## src/rtl/writeback_arbiter_pkg.sv

```systemverilog
// Shared definitions for the writeback stage: widths, starvation limit and
// the write-source encoding used by the arbiter.
package writeback_arbiter_pkg;

    localparam int unsigned WB_DATA_WIDTH   = 32;
    localparam int unsigned WB_REG_COUNT    = 16;
    localparam int unsigned WB_REG_ADDR_W   = $clog2(WB_REG_COUNT);
    localparam int unsigned WB_FIFO_DEPTH   = 4;
    localparam int unsigned WB_STARVE_LIMIT = 3;

    typedef enum logic {
        WB_SRC_ALU = 1'b0,
        WB_SRC_LSU = 1'b1
    } wb_src_e;

endpackage

```

## src/rtl/wb_fifo.sv

```systemverilog
// Synchronous FIFO buffering {rd, data} load results for the writeback arbiter.
// Pushes while full and pops while empty are ignored.
module wb_fifo #(
    parameter int unsigned WIDTH = 36,
    parameter int unsigned DEPTH = 4
) (
    input  logic                       clk,
    input  logic                       reset,
    input  logic                       push,
    input  logic [WIDTH-1:0]           push_data,
    input  logic                       pop,
    output logic [WIDTH-1:0]           pop_data,
    output logic                       full,
    output logic                       empty,
    output logic [$clog2(DEPTH):0]     count
);

    localparam int unsigned PTR_W = $clog2(DEPTH);
    localparam int unsigned CNT_W = PTR_W + 1;

    logic [WIDTH-1:0] mem [DEPTH];
    logic [PTR_W-1:0] wr_ptr;
    logic [PTR_W-1:0] rd_ptr;
    logic             do_push;
    logic             do_pop;

    assign full     = (count == CNT_W'(DEPTH));
    assign empty    = (count == '0);
    assign do_push  = push && !full;
    assign do_pop   = pop && !empty;
    assign pop_data = mem[rd_ptr];

    // Storage array; contents need no reset since count gates visibility.
    always_ff @(posedge clk) begin
        if (do_push) begin
            mem[wr_ptr] <= push_data;
        end
    end

    // Pointers wrap naturally at the power-of-two depth; count tracks occupancy.
    always_ff @(posedge clk or posedge reset) begin
        if (reset) begin
            wr_ptr <= '0;
            rd_ptr <= '0;
            count  <= '0;
        end else begin
            if (do_push) begin
                wr_ptr <= wr_ptr + 1'b1;
            end
            if (do_pop) begin
                rd_ptr <= rd_ptr + 1'b1;
            end
            if (do_push && !do_pop) begin
                count <= count + 1'b1;
            end else if (do_pop && !do_push) begin
                count <= count - 1'b1;
            end
        end
    end

endmodule

```

## src/rtl/writeback_arbiter.sv

```systemverilog
// Writeback arbiter: merges ALU results and buffered LSU loads onto the single
// register-file write port. ALU has priority; a starvation counter and the
// FIFO-full condition force the LSU head out.
module writeback_arbiter
    import writeback_arbiter_pkg::*;
#(
    parameter int unsigned DATA_WIDTH     = WB_DATA_WIDTH,
    parameter int unsigned REG_ADDR_W     = WB_REG_ADDR_W,
    parameter int unsigned LSU_FIFO_DEPTH = WB_FIFO_DEPTH,
    parameter int unsigned STARVE_LIMIT   = WB_STARVE_LIMIT
) (
    input  logic                  clk,
    input  logic                  reset,
    input  logic                  alu_valid,
    output logic                  alu_ready,
    input  logic [REG_ADDR_W-1:0] alu_rd,
    input  logic [DATA_WIDTH-1:0] alu_data,
    input  logic                  lsu_valid,
    output logic                  lsu_ready,
    input  logic [REG_ADDR_W-1:0] lsu_rd,
    input  logic [DATA_WIDTH-1:0] lsu_data,
    output logic                  rf_write_en,
    output logic [REG_ADDR_W-1:0] rf_write_reg,
    output logic [DATA_WIDTH-1:0] rf_write_data,
    output logic                  busy
);

    localparam int unsigned ENT_W    = REG_ADDR_W + DATA_WIDTH;
    localparam int unsigned CNT_W    = $clog2(LSU_FIFO_DEPTH) + 1;
    localparam int unsigned STARVE_W = $clog2(STARVE_LIMIT + 1);

    logic                  fifo_full;
    logic                  fifo_empty;
    logic [CNT_W-1:0]      fifo_count;
    logic [ENT_W-1:0]      fifo_head;
    logic                  fifo_push;
    logic                  fifo_pop;
    logic [STARVE_W-1:0]   starve_cnt;
    logic                  force_lsu;
    logic                  sel_valid;
    wb_src_e               sel_src;
    logic [REG_ADDR_W-1:0] head_rd;
    logic [DATA_WIDTH-1:0] head_data;

    wb_fifo #(
        .WIDTH (ENT_W),
        .DEPTH (LSU_FIFO_DEPTH)
    ) u_fifo (
        .clk       (clk),
        .reset     (reset),
        .push      (fifo_push),
        .push_data ({lsu_rd, lsu_data}),
        .pop       (fifo_pop),
        .pop_data  (fifo_head),
        .full      (fifo_full),
        .empty     (fifo_empty),
        .count     (fifo_count)
    );

    assign head_rd   = fifo_head[DATA_WIDTH +: REG_ADDR_W];
    assign head_data = fifo_head[DATA_WIDTH-1:0];
    assign fifo_push = lsu_valid && !fifo_full;
    assign lsu_ready = !fifo_full;
    assign force_lsu = !fifo_empty && (fifo_full || starve_cnt == STARVE_W'(STARVE_LIMIT));
    assign alu_ready = !force_lsu;
    assign busy      = (fifo_count != '0) || rf_write_en;

    // Per-cycle source selection in priority order: forced LSU, ALU, idle LSU.
    always_comb begin
        sel_valid = 1'b0;
        sel_src   = WB_SRC_ALU;
        fifo_pop  = 1'b0;
        if (force_lsu) begin
            sel_valid = 1'b1;
            sel_src   = WB_SRC_LSU;
            fifo_pop  = 1'b1;
        end else if (alu_valid) begin
            sel_valid = 1'b1;
        end else if (!fifo_empty) begin
            sel_valid = 1'b1;
            sel_src   = WB_SRC_LSU;
            fifo_pop  = 1'b1;
        end
    end

    // Counts consecutive ALU wins while loads wait; cleared by any dequeue or an empty FIFO.
    always_ff @(posedge clk or posedge reset) begin
        if (reset) begin
            starve_cnt <= '0;
        end else if (fifo_pop || fifo_empty) begin
            starve_cnt <= '0;
        end else if (alu_valid && alu_ready && starve_cnt != STARVE_W'(STARVE_LIMIT)) begin
            starve_cnt <= starve_cnt + 1'b1;
        end
    end

    // Registered write port; reg/data hold their last values when idle.
    always_ff @(posedge clk or posedge reset) begin
        if (reset) begin
            rf_write_en   <= 1'b0;
            rf_write_reg  <= '0;
            rf_write_data <= '0;
        end else begin
            rf_write_en <= sel_valid;
            if (sel_valid) begin
                if (sel_src == WB_SRC_LSU) begin
                    rf_write_reg  <= head_rd;
                    rf_write_data <= head_data;
                end else begin
                    rf_write_reg  <= alu_rd;
                    rf_write_data <= alu_data;
                end
            end
        end
    end

endmodule

```

## config.mk

```make
export PLATFORM = sky130hd
export DESIGN_NAME = writeback_arbiter
export DESIGN_NICKNAME = d
export VERILOG_FILES = /design/src/rtl/writeback_arbiter_pkg.sv /design/src/rtl/wb_fifo.sv /design/src/rtl/writeback_arbiter.sv
export SDC_FILE = /design/constraint.sdc
export NUM_CORES = 1
export LEC_CHECK = 0
export ABC_AREA = 0
export CAP_MARGIN = 20
export CORE_ASPECT_RATIO = 1.1
export CORE_MARGIN = 2
export CORE_UTILIZATION = 48
export DETAILED_ROUTE_END_ITERATION = 16
export PLACE_DENSITY_LB_ADDON = 0.3
export REMOVE_ABC_BUFFERS = 1
export SLEW_MARGIN = 0
export SYNTH_ARGS = -nofsm -noshare
export SYNTH_HDL_FRONTEND = slang
export SYNTH_HIERARCHICAL = 1
export SYNTH_SLANG_ARGS = --single-unit
```

## constraint.sdc

```tcl
create_clock -name clk -period 2.5 [get_ports clk]
set_input_delay 0.375 -clock clk [delete_from_list [all_inputs] [get_ports clk]]
set_output_delay 0.375 -clock clk [all_outputs]
set_load 0.02 [all_outputs]
```

; ---- Yosys cells after proc, flatten, opt, wreduce, memory -nomap -nowiden
; Memory sizes are Yosys's and may differ from the RTL's.
; Cells that the tools add are included.
[op_classes]
n_reduce_logical = 20
n_eq_ne = 3
n_addsub = 5
mux = 13
[op_table]
columns = operator, n
row1 = 32-bit 2-to-1 mux, 1
row2 = 1-bit logical AND, 8
row3 = 1-bit 2-to-1 mux, 7
row4 = 2-bit by 1-bit adder with 2-bit output (second input constant), 3
row5 = 3-bit 2-to-1 mux, 2
row6 = 1-bit zero test, 5
row7 = 2-bit 2-to-1 mux, 2
row8 = 4-bit 2-to-1 mux, 1
row9 = 2-bit nonzero test, 2
row10 = 3-bit by 1-bit adder with 3-bit output (second input constant), 1
row11 = 3-bit equality test (second input constant), 1
row12 = 3-bit zero test, 1
row13 = 1-bit logical OR, 3
row14 = 3-bit nonzero test, 1
row15 = 3-bit by 1-bit subtractor with 3-bit output (second input constant), 1
row16 = 2-bit equality test (second input constant), 1
row17 = 2-bit inequality test (second input constant), 1
[totals]
wordCells = 49
out_inout_bits = 40
input_bits = 76
regBits = 46
mem_bits_rw = 144
n_memories = 1
[memory_table]
columns = name, depth, word_bits, read_ports, rd_ports_with_merged_regs, write_ports, line_no
row1 = u_fifo.mem, 4, 36, 1, 0, 1, wb_fifo.sv:21  ; logic [WIDTH-1:0] mem [DEPTH];

; ---- Logic depth before layout (Yosys ltp)
; Gate-level depths: netlist of run 1.
[logic_depth]
depth_word = 8
mapped_depth = 11
ltp_nobuf = 10

; ---- Cells and area by module
; Netlist of run 1, hierarchy kept.
[by_module_without_submodules]
columns = module, area_each_um2, seq_area_each_um2, instances, cells_each
row1 = wb_fifo, 5639.2, 4499.3, 1, 224
row2 = writeback_arbiter, 1747.9, 975.9, 1, 139

; ---- Least setup slack after synthesis of run 1
; OpenSTA, ideal clock, no wires.
[synth_timing]
kind = reg2reg
startpoint = register u_fifo.count[0]
endpoint = register u_fifo.count[1]
setup_ps = 125
path_slack_ps = 23
synth_period_minus_slack_ps = 2477
n_path_buf = 1
stages_incl_launch_ff = 10
t_required_ps = 2375
arrival_time_ps = 2353
path_cell_list = dfrtp_1 -> nor3b_2 -> nor3b_2 -> nor2_2 -> buf_2 -> nand2b_1 -> ha_1 -> inv_1 -> fa_1 -> mux2_2
[synth_between]
elab_chain_cells = 8
elab_cells_between_ends = 21
classes_between = add/sub (2) / eq/ne (1) / mux (5) / reduce/logical (13)
[synth_lines]
columns = item, line_no
row1 = "start, declared", wb_fifo.sv:15  ; output logic [$clog2(DEPTH):0] count
row2 = "start signal, assigned", wb_fifo.sv:54  ; count <= count + 1'b1;
row3 = "start signal, assigned", wb_fifo.sv:56  ; count <= count - 1'b1;
row4 = 3-bit equality test *, wb_fifo.sv:27  ; assign full = (count == CNT_W'(DEPTH));
row5 = net fifo_full, writeback_arbiter.sv:32  ; logic fifo_full;
row6 = 1-bit logical OR *, writeback_arbiter.sv:64  ; assign force_lsu = !fifo_empty && (fifo_full || starve_cnt == STARVE_W'(STARVE_LIMIT));
row7 = 1-bit logical AND *, writeback_arbiter.sv:64
row8 = 1-bit 2-to-1 mux *, writeback_arbiter.sv:73  ; if (force_lsu) begin
row9 = net fifo_pop, writeback_arbiter.sv:37  ; logic fifo_pop;
row10 = 1-bit logical AND *, wb_fifo.sv:30  ; assign do_pop = pop && !empty;
row11 = 1-bit zero test, wb_fifo.sv:53  ; if (do_push && !do_pop) begin
row12 = 1-bit logical AND, wb_fifo.sv:53
row13 = 3-bit 2-to-1 mux / 2-bit nonzero test (equally long branches), --
; Mark *: on every way through the listed nets, which the timed path passes. The rest lies on a longest branch. The select of a mux whose other input is x is not followed.
; A chain may end at the register's enable or synchronous reset.

; ---- Worst setup path in the final report of run 1
[layout_timing]
startpoint = register u_fifo.count[0]
endpoint = output port alu_ready
[layout_between]
elab_chain_cells = 4
elab_cells_between_ends = 6
classes_between = eq/ne (1) / reduce/logical (5)
[layout_lines]
columns = item, line_no
row1 = 3-bit zero test, wb_fifo.sv:28  ; assign empty = (count == '0);
row2 = net fifo_empty, writeback_arbiter.sv:33  ; logic fifo_empty;
row3 = 1-bit zero test, writeback_arbiter.sv:64
row4 = 1-bit logical AND, writeback_arbiter.sv:64
row5 = 1-bit zero test, writeback_arbiter.sv:65  ; assign alu_ready = !force_lsu;
row6 = "end, declared", writeback_arbiter.sv:15  ; output logic alu_ready,
; The timed path passes the listed nets, and every way through them passes these cells.

==> metrics.cfg, run 1 <==
[sta]
clock_skew_ns = 0.00910
slew_headroom_pct = 40.4
fmax_mhz = 414
final_max_slew_viol_count = 0
worstMarginPinSlew_ns = 0.892
setup_viol = 0
hold_viol = 0
finalCritPeriodShare_pct = 96.5
rsz0062_at_grt = no
fin_crit_ns = 2.41
whs_ns = 0.249

[pwr]
power_density_nw_per_um2 = 1160
p_total_mw = 10.8
irDropWorstVdd_mv = 0.751
p_leak_nw = 3.29

[global_routing]
antenna_found_initial = 1
grt_usage_pct = 17.9
grt_overflow = 0
grt_pass1_wl_mm = 21.6
grt_start_max_net_pins = 40
first_global_vias = 3974

[floorplan]
top_level_ports = 116
dieArea_um2 = 16400
core_area_um2 = 15100
rows = 47
die_w_um = 122
die_y_um = 134
start_util_pct = 49.1

[clock_tree]
cts_tree = yes
cts_num_sinks = 190
htreeDepth = 4
postCtsSetupRepairBufs = 0
clk_pin_slew_worst_paths_ns = 0.06
cts_buffer_depth = 2
cts_resized = 0
cts_buffers = 17
cts_root_buf = clkbuf_16
hold_buffers = 0
clock_latency_ns = 0.42

[routing]
routedWlPerCell_um = 19.4
vias = 3769
via_per_inst = 5.36
drt_drc_violations_left = 0
first_pass_iters = 5
routed_wirelength_mm = 13.6
first_iter_violations = 200
antenna_left = 0

[flow_run]
max-cap-violations = 0

[final_layout]
antenna_cells = 0
nNetsFinal = 577
area.growth.synth_to_final_pct = 26.5
largest_reg_flops = 144
layout-drive-gt1-share_pct = 19.1
fin_area_um2 = 9350

[critical_path]
end_kind = primary output
startpoint_type = flip-flop
path_buf_inv = 2
path_cells = nor3_1, buf_4, o21bai_1, clkdlybuf4s50_1
critPathMaxStageDelay_ns = 0.64
crit_family = buffers and inverters
worstReg2RegStart = u_fifo/count[2]
crit_arrival_ns = 2.04
worstPathMaxFanout = 8
crit_start = u_fifo/count[0]
crit_type = flip-flop to primary output
cp_data_required_time_ns = 2.12
cp_slowest_cell = clkdlybuf4s50_1

[placement]
hpwl_mm = 8.47
placed_area_um2 = 8810
io_buffers = 115
gp_routability_congestion = 0.736

[synthesis]
syn_avg_cell_area_um2 = 20.4
netlist_area_um2 = 7390
syn_inst = 363
yosysSeqAreaShare_pct = 74.1
yosys_warnings = 6
synth_seq_cells = 190
synth.distinct_cells = 30

[run_status]
outcome = finished clean

[worst_hold_path]
min_path_type = input pin to asynchronous set/reset pin

path summary, 6_finish.rpt:
check                                   end  slack [ns]  cells after the start
setup / recovery                  alu_ready        0.09                      4
hold / removal             u_fifo/wr_ptr[0]        0.25                      2
setup reg to reg            u_fifo/count[2]        0.34                     10
hold reg to reg               starve_cnt[0]        0.44                      1
max in group asynchronous  rf_write_data[0]        1.44                      2
min in group clk              starve_cnt[0]        0.44                      1
cell usage in the layout (no fill, tap or decap), types with 3 or more instances in the layout:
| cell | netlist | layout |
|---|---|---|
| a221o_2 | 4 | 4 |
| and2_2 | 0 | 4 |
| clkbuf_16 | 0 | 17 |
| xnor2_1 | 4 | 4 |
| inv_1 | 7 | 6 |
| mux4_2 | 36 | 36 |
| and2_1 | 39 | 35 |
| nand2_1 | 3 | 3 |
| clkdlybuf4s50_1 | 0 | 115 |
| dfrtp_1 | 46 | 44 |
| buf_4 | 1 | 13 |
| edfxtp_1 | 144 | 144 |
| ha_1 | 6 | 6 |
| clkbuf_8 | 0 | 4 |
| buf_12 | 2 | 4 |
| a221o_1 | 31 | 31 |
| clkinvlp_4 | 0 | 3 |
| clkbuf_1 | 3 | 6 |
power by group:
group          internal, mW  leakage, nW  total (mW)  switching [mW]
combinational          1.94         1.17        3.75            1.81
sequential             4.31         1.86        4.66           0.349
clock                  1.38        0.254        2.42            1.04
layout make-up:
class	count	area (um2)
sequential	190	5480
multi-input combinational	146	1730
timing repair buffer	132	1330
clock inverter	5	32.5
clock buffer	27	503
tap	196	245
fill	1132	5710
inverter	7	26.3
Yosys cell counts:
library cell    n  area, um2
mux4_2         36        811
inv_1           7       26.3
fa_1            1       20.0
nand2b_1        2       12.5
clkbuf_1        3       11.3
nor3_1          2       10.0
mux2_2          2       22.5
dfrtp_1        46       1150
o221ai_1        1       8.76
or4_1           1       7.51
nor2_2          1       6.26
nor3b_2         2       25.0
buf_2           8       40.0
nor2_1          2       7.51
xor2_1          2       17.5
nand2_1         3       11.3
and2_4          1       8.76
nor2b_1         3       18.8
buf_4           1       7.51
nor3b_1         1       7.51
a221o_1        31        310
ha_1            6       75.1
buf_12          2       40.0
and2_1         39        244
nand3b_1        1       7.51
a221o_2         4       45.0
xnor2_1         4       35.0
buf_6           6       67.6
edfxtp_1      144       4320
o21bai_1        1       7.51
cells by family (layout without fill, tap and decap cells):
family,Yosys count,in the layout,share of synthesized area (%)
simple gates,58,58,4.96
xor+xnor,6,6,0.711
mux,38,38,11.3
buf+inv,27,171,2.61
flops,190,190,74.1
fa+ha+maj,7,7,1.29
compound gates,37,37,5.03
stage by stage:
stage	worst slack [ns]	cells	setup TNS, ns	utilization, %
6_report	0.0871	703	0	62.1
3_3_place_gp	0.151	671	0	58.5
2_1_floorplan	-0.401	343	-5.81	-
3_5_place_dp	0.116	671	0	58.5
5_1_grt	0.00460	703	0	62.1
4_1_cts	0.0579	703	0	62.1
per-layer routing:
| layer | track usage (%) | up-vias | part of all wire [%] |
|---|---|---|---|
| met3 | 4.63 | 18 | 5.0 |
| met4 | 6.07 | 2 | 1.2 |
| met5 | 0 | - | 0.096 |
| met2 | 29.0 | 98 | 50 |
| met1 | 23.6 | 1919 | 44 |
| li1 | - | 1732 | - |
worst register-to-register path: cells and delay by family, from the launching register on:
kind / cells / cell delay (ns)
buffers and inverters: 1 / 0.06
DFF: 1 / 0.41
and+or+nand+nor: 5 / 0.75
xor gates and xnor gates: 2 / 0.30
adders and majority gates: 2 / 0.57
Note: power is estimated with default switching activity, not from simulation.
==> run 2: changes to the inputs <==
SYNTH_HIERARCHICAL = unset   (was 1)
==> run 2 against run 1 <==
Effect of this change: non-clock buffer count rose by 6; critical path type unchanged; design area rose by 4.1%; maximum frequency increased by 1.1%; routed wire length grew 22%.
==> metrics.cfg, run 2 <==
[run_status]
outcome = finished clean  ; unchanged

[floorplan]
core_area_um2 = 15600  ; was 15100 um2
start_util_pct = 48.7  ; was 49.1%
dieArea_um2 = 16800  ; was 16400 um2
die_w_um = 124  ; was 122 um
top_level_ports = 116  ; unchanged
die_y_um = 136  ; was 134 um
rows = 48  ; was 47

[final_layout]
nNetsFinal = 648  ; was 577
antenna_cells = 0  ; unchanged
largest_reg_flops = 144  ; unchanged
mostFrequentLayoutCells = edfxtp_1 (144), clkdlybuf4s50_1 (114), nand2_1 (73), o211ai_1 (73), dfrtp_1 (44)  ; was edfxtp_1 (144), clkdlybuf4s50_1 (115), dfrtp_1 (44), mux4_2 (36), and2_1 (35)
final_common_cell = edfxtp_1  ; unchanged
register_area_um2 = 5480  ; unchanged
layout-drive-gt1-share_pct = 18.3  ; was 19.1%
num-fill-cells = 1098  ; was 1132
layout.cells.non_filler = 778  ; was 703
fin_area_um2 = 9730  ; was 9350 um2
multi_input_area_um2 = 1930  ; was 1730 um2
area.growth.synth_to_final_pct = 28.4  ; was 26.5%

[clock_tree]
cts_root_buf = clkbuf_16  ; unchanged
clk_pin_slew_worst_paths_ns = 0.07  ; was 0.06 ns
cts_buffers = 17  ; unchanged
clock_latency_ns = 0.43  ; was 0.42 ns
postCtsSetupRepairBufs = 0  ; unchanged
cts_tree = yes  ; unchanged
cts_num_sinks = 190  ; unchanged
hold_buffers = 0  ; unchanged
cts_buffer_depth = 2  ; unchanged
cts_resized = 1  ; was 0
htreeDepth = 4  ; unchanged

[synthesis]
yosys_warnings = 0  ; was 6
synth_seq_cells = 190  ; unchanged
synth_ff_type = edfxtp_1  ; unchanged
synth_edf_count = 144  ; unchanged
yosysMostFrequentCell = edfxtp_1  ; unchanged
synthArstFlopShare_pct = 24.2  ; unchanged
yosysTopAreaCell = edfxtp_1  ; unchanged
netlist_area_um2 = 7580  ; was 7390 um2
yosys-top-cells-area = edfxtp_1 (57%), dfrtp_1 (15%), mux4_2 (11%), o211ai_1 (7.2%), nand2_1 (3.6%)  ; was edfxtp_1 (59%), dfrtp_1 (16%), mux4_2 (11%), a221o_1 (4.2%), and2_1 (3.3%)
yosysSeqAreaShare_pct = 72.3  ; was 74.1%
syn_inst = 439  ; was 363
synth.distinct_cells = 27  ; was 30
syn_avg_cell_area_um2 = 17.3  ; was 20.4 um2
synthTopCellsByCount = edfxtp_1 (144), nand2_1 (73), o211ai_1 (73), dfrtp_1 (46), mux4_2 (36)  ; was edfxtp_1 (144), dfrtp_1 (46), and2_1 (39), mux4_2 (36), a221o_1 (31)
synth_top_area_share_pct = 57.1  ; was 58.5%

[global_routing]
antenna_found_initial = 0  ; was 1
grt_pass1_wl_mm = 26.3  ; was 21.6 mm
grt_start_max_net_pins = 40  ; unchanged
grt_usage_pct = 21.7  ; was 17.9%
first_global_vias = 4834  ; was 3974
grt_overflow = 0  ; unchanged

[routing]
first_iter_violations = 318  ; was 200
first_pass_iters = 4  ; was 5
vias = 4358  ; was 3769
routed-wl-met2_mm = 8.77  ; was 6.76 mm
top_layer = met4  ; was met5
drt_drc_violations_left = 0  ; unchanged
met1_length_mm = 6.95  ; was 5.99 mm
routedWlPerCell_um = 21.3  ; was 19.4 um
via_per_inst = 5.60  ; was 5.36
wl_met3_um = 650  ; was 678 um
routed_wirelength_mm = 16.6  ; was 13.6 mm
antenna_left = 0  ; unchanged

[sta]
hold_viol = 0  ; unchanged
slew_headroom_pct = 49.4  ; was 40.4%
worst_slack_ns = 0.114  ; was 0.0871 ns
clock_skew_ns = 0.00644  ; was 0.00910 ns
rsz0062_at_grt = no  ; unchanged
finalCritPeriodShare_pct = 95.4  ; was 96.5%
fin_crit_ns = 2.39  ; was 2.41 ns
fmax_mhz = 419  ; was 414 MHz
worstMarginPinSlew_ns = 0.758  ; was 0.892 ns
final_max_slew_viol_count = 0  ; unchanged
setup_viol = 0  ; unchanged

[placement]
placed_area_um2 = 9060  ; was 8810 um2
io_buffers = 115  ; unchanged
gp_routability_congestion = 0.726  ; was 0.736
dp_slack_ns = 0.0359  ; was 0.116 ns
hpwl_mm = 10.1  ; was 8.47 mm
dp.cells = 746  ; was 671

[critical_path]
worstPathMaxFanout = 7  ; was 8
cp_data_required_time_ns = 2.12  ; about the same
end_kind = primary output  ; unchanged
startpoint_type = flip-flop  ; unchanged
crit_type = flip-flop to primary output  ; unchanged
crit_arrival_ns = 2.01  ; was 2.04 ns

[pwr]
power.switching_mw = 3.76  ; was 3.20 mW
p_int_mw = 8.20  ; was 7.63 mW
switching_share_pct = 31.4  ; was 29.5%
p_leak_nw = 3.38  ; was 3.29 nW
irDropWorstVdd_mv = 0.602  ; was 0.751 mV
power_density_nw_per_um2 = 1230  ; was 1160 nW/um2
p_total_mw = 12.0  ; was 10.8 mW
pwr-share-comb_pct = 35.6  ; was 34.6%
clkPwrFrac_pct = 25.3  ; was 22.3%
p_seq_share_pct = 39.1  ; was 43.0%

[worst_hold_path]
min_path_type = input pin to asynchronous set/reset pin  ; unchanged

[flow_run]
max-cap-violations = 0  ; unchanged

==> run 2: final cells by class <==
cell class | count | share of cell area, %
inverter | 6 | 0.232
timing repair buffer | 138 | 14.1
tap | 200 | 2.57
clock inverter | 15 | 2.50
clock buffer | 17 | 4.37
multi-input combinational | 212 | 19.9
sequential | 190 | 56.3
==> run 2: path summary, 6_finish.rpt <==
kind	startpoint	end	slack, ns	cells past startpoint
max	u_fifo.count[0]	alu_ready	0.11	4
min	reset	rf_write_data[22]	0.27	2
max reg2reg	u_fifo.count[0]	u_fifo.count[2]	0.25	9
min reg2reg	starve_cnt[0]	starve_cnt[0]	0.45	1
max in group asynchronous	reset	u_fifo.rd_ptr[0]	1.61	3
min in group clk	starve_cnt[0]	starve_cnt[0]	0.45	1
==> run 2: per-stage QoR <==
stage	setup TNS, ns	utilization (%)	hold WS [ns]
after floorplan	-123.74	-	0.419
after global placement	0	58.2	0.431
after detailed placement	0	58.2	0.443
after CTS	0	62.5	0.270
after global routing	0	62.5	0.306
final	0	62.5	0.273
==> run 2: routing by layer <==
layer | GRT usage (%) | vias to the layer above
li1 | - | 1981
met1 | 27.5 | 2252
met2 | 37.5 | 109
met3 | 4.34 | 16
met4 | 6.50 | 0
met5 | 0 | -
==> run 2: logic make-up (layout without fill, tap and decap cells) <==
logic type                 count (synthesis)  in the layout  share of synthesized area, %
DFF                                      190            190                          72.3
and+or+nand+nor                           85             85                          4.74
AOI/OAI and AO/OA                         75             75                          7.48
muxes                                     39             39                          11.1
buffers and inverters                     37            176                          2.43
adders and majority gates                  7              7                          1.26
xor gates and xnor gates                   6              6                         0.694
==> run 2: power by group through the flow <==
stage          Sequential [mW]  Clock [mW]  Combinational [mW]
6_report                  4.67        3.02                4.26
4_1_cts                   4.68        3.06                4.34
3_5_place_dp              4.74           0                4.31
5_1_grt                   4.75        3.19                4.61
2_1_floorplan             5.24           0                1.97
3_3_place_gp              4.67           0                4.22
==> run 2: worst max-delay path: stages (launching register included) <==
cell and delay, ns:
dfrtp_1 0.38, buf_4 0.17, nor2_4 0.21, mux2i_1 0.20, clkdlybuf4s50_1 0.62
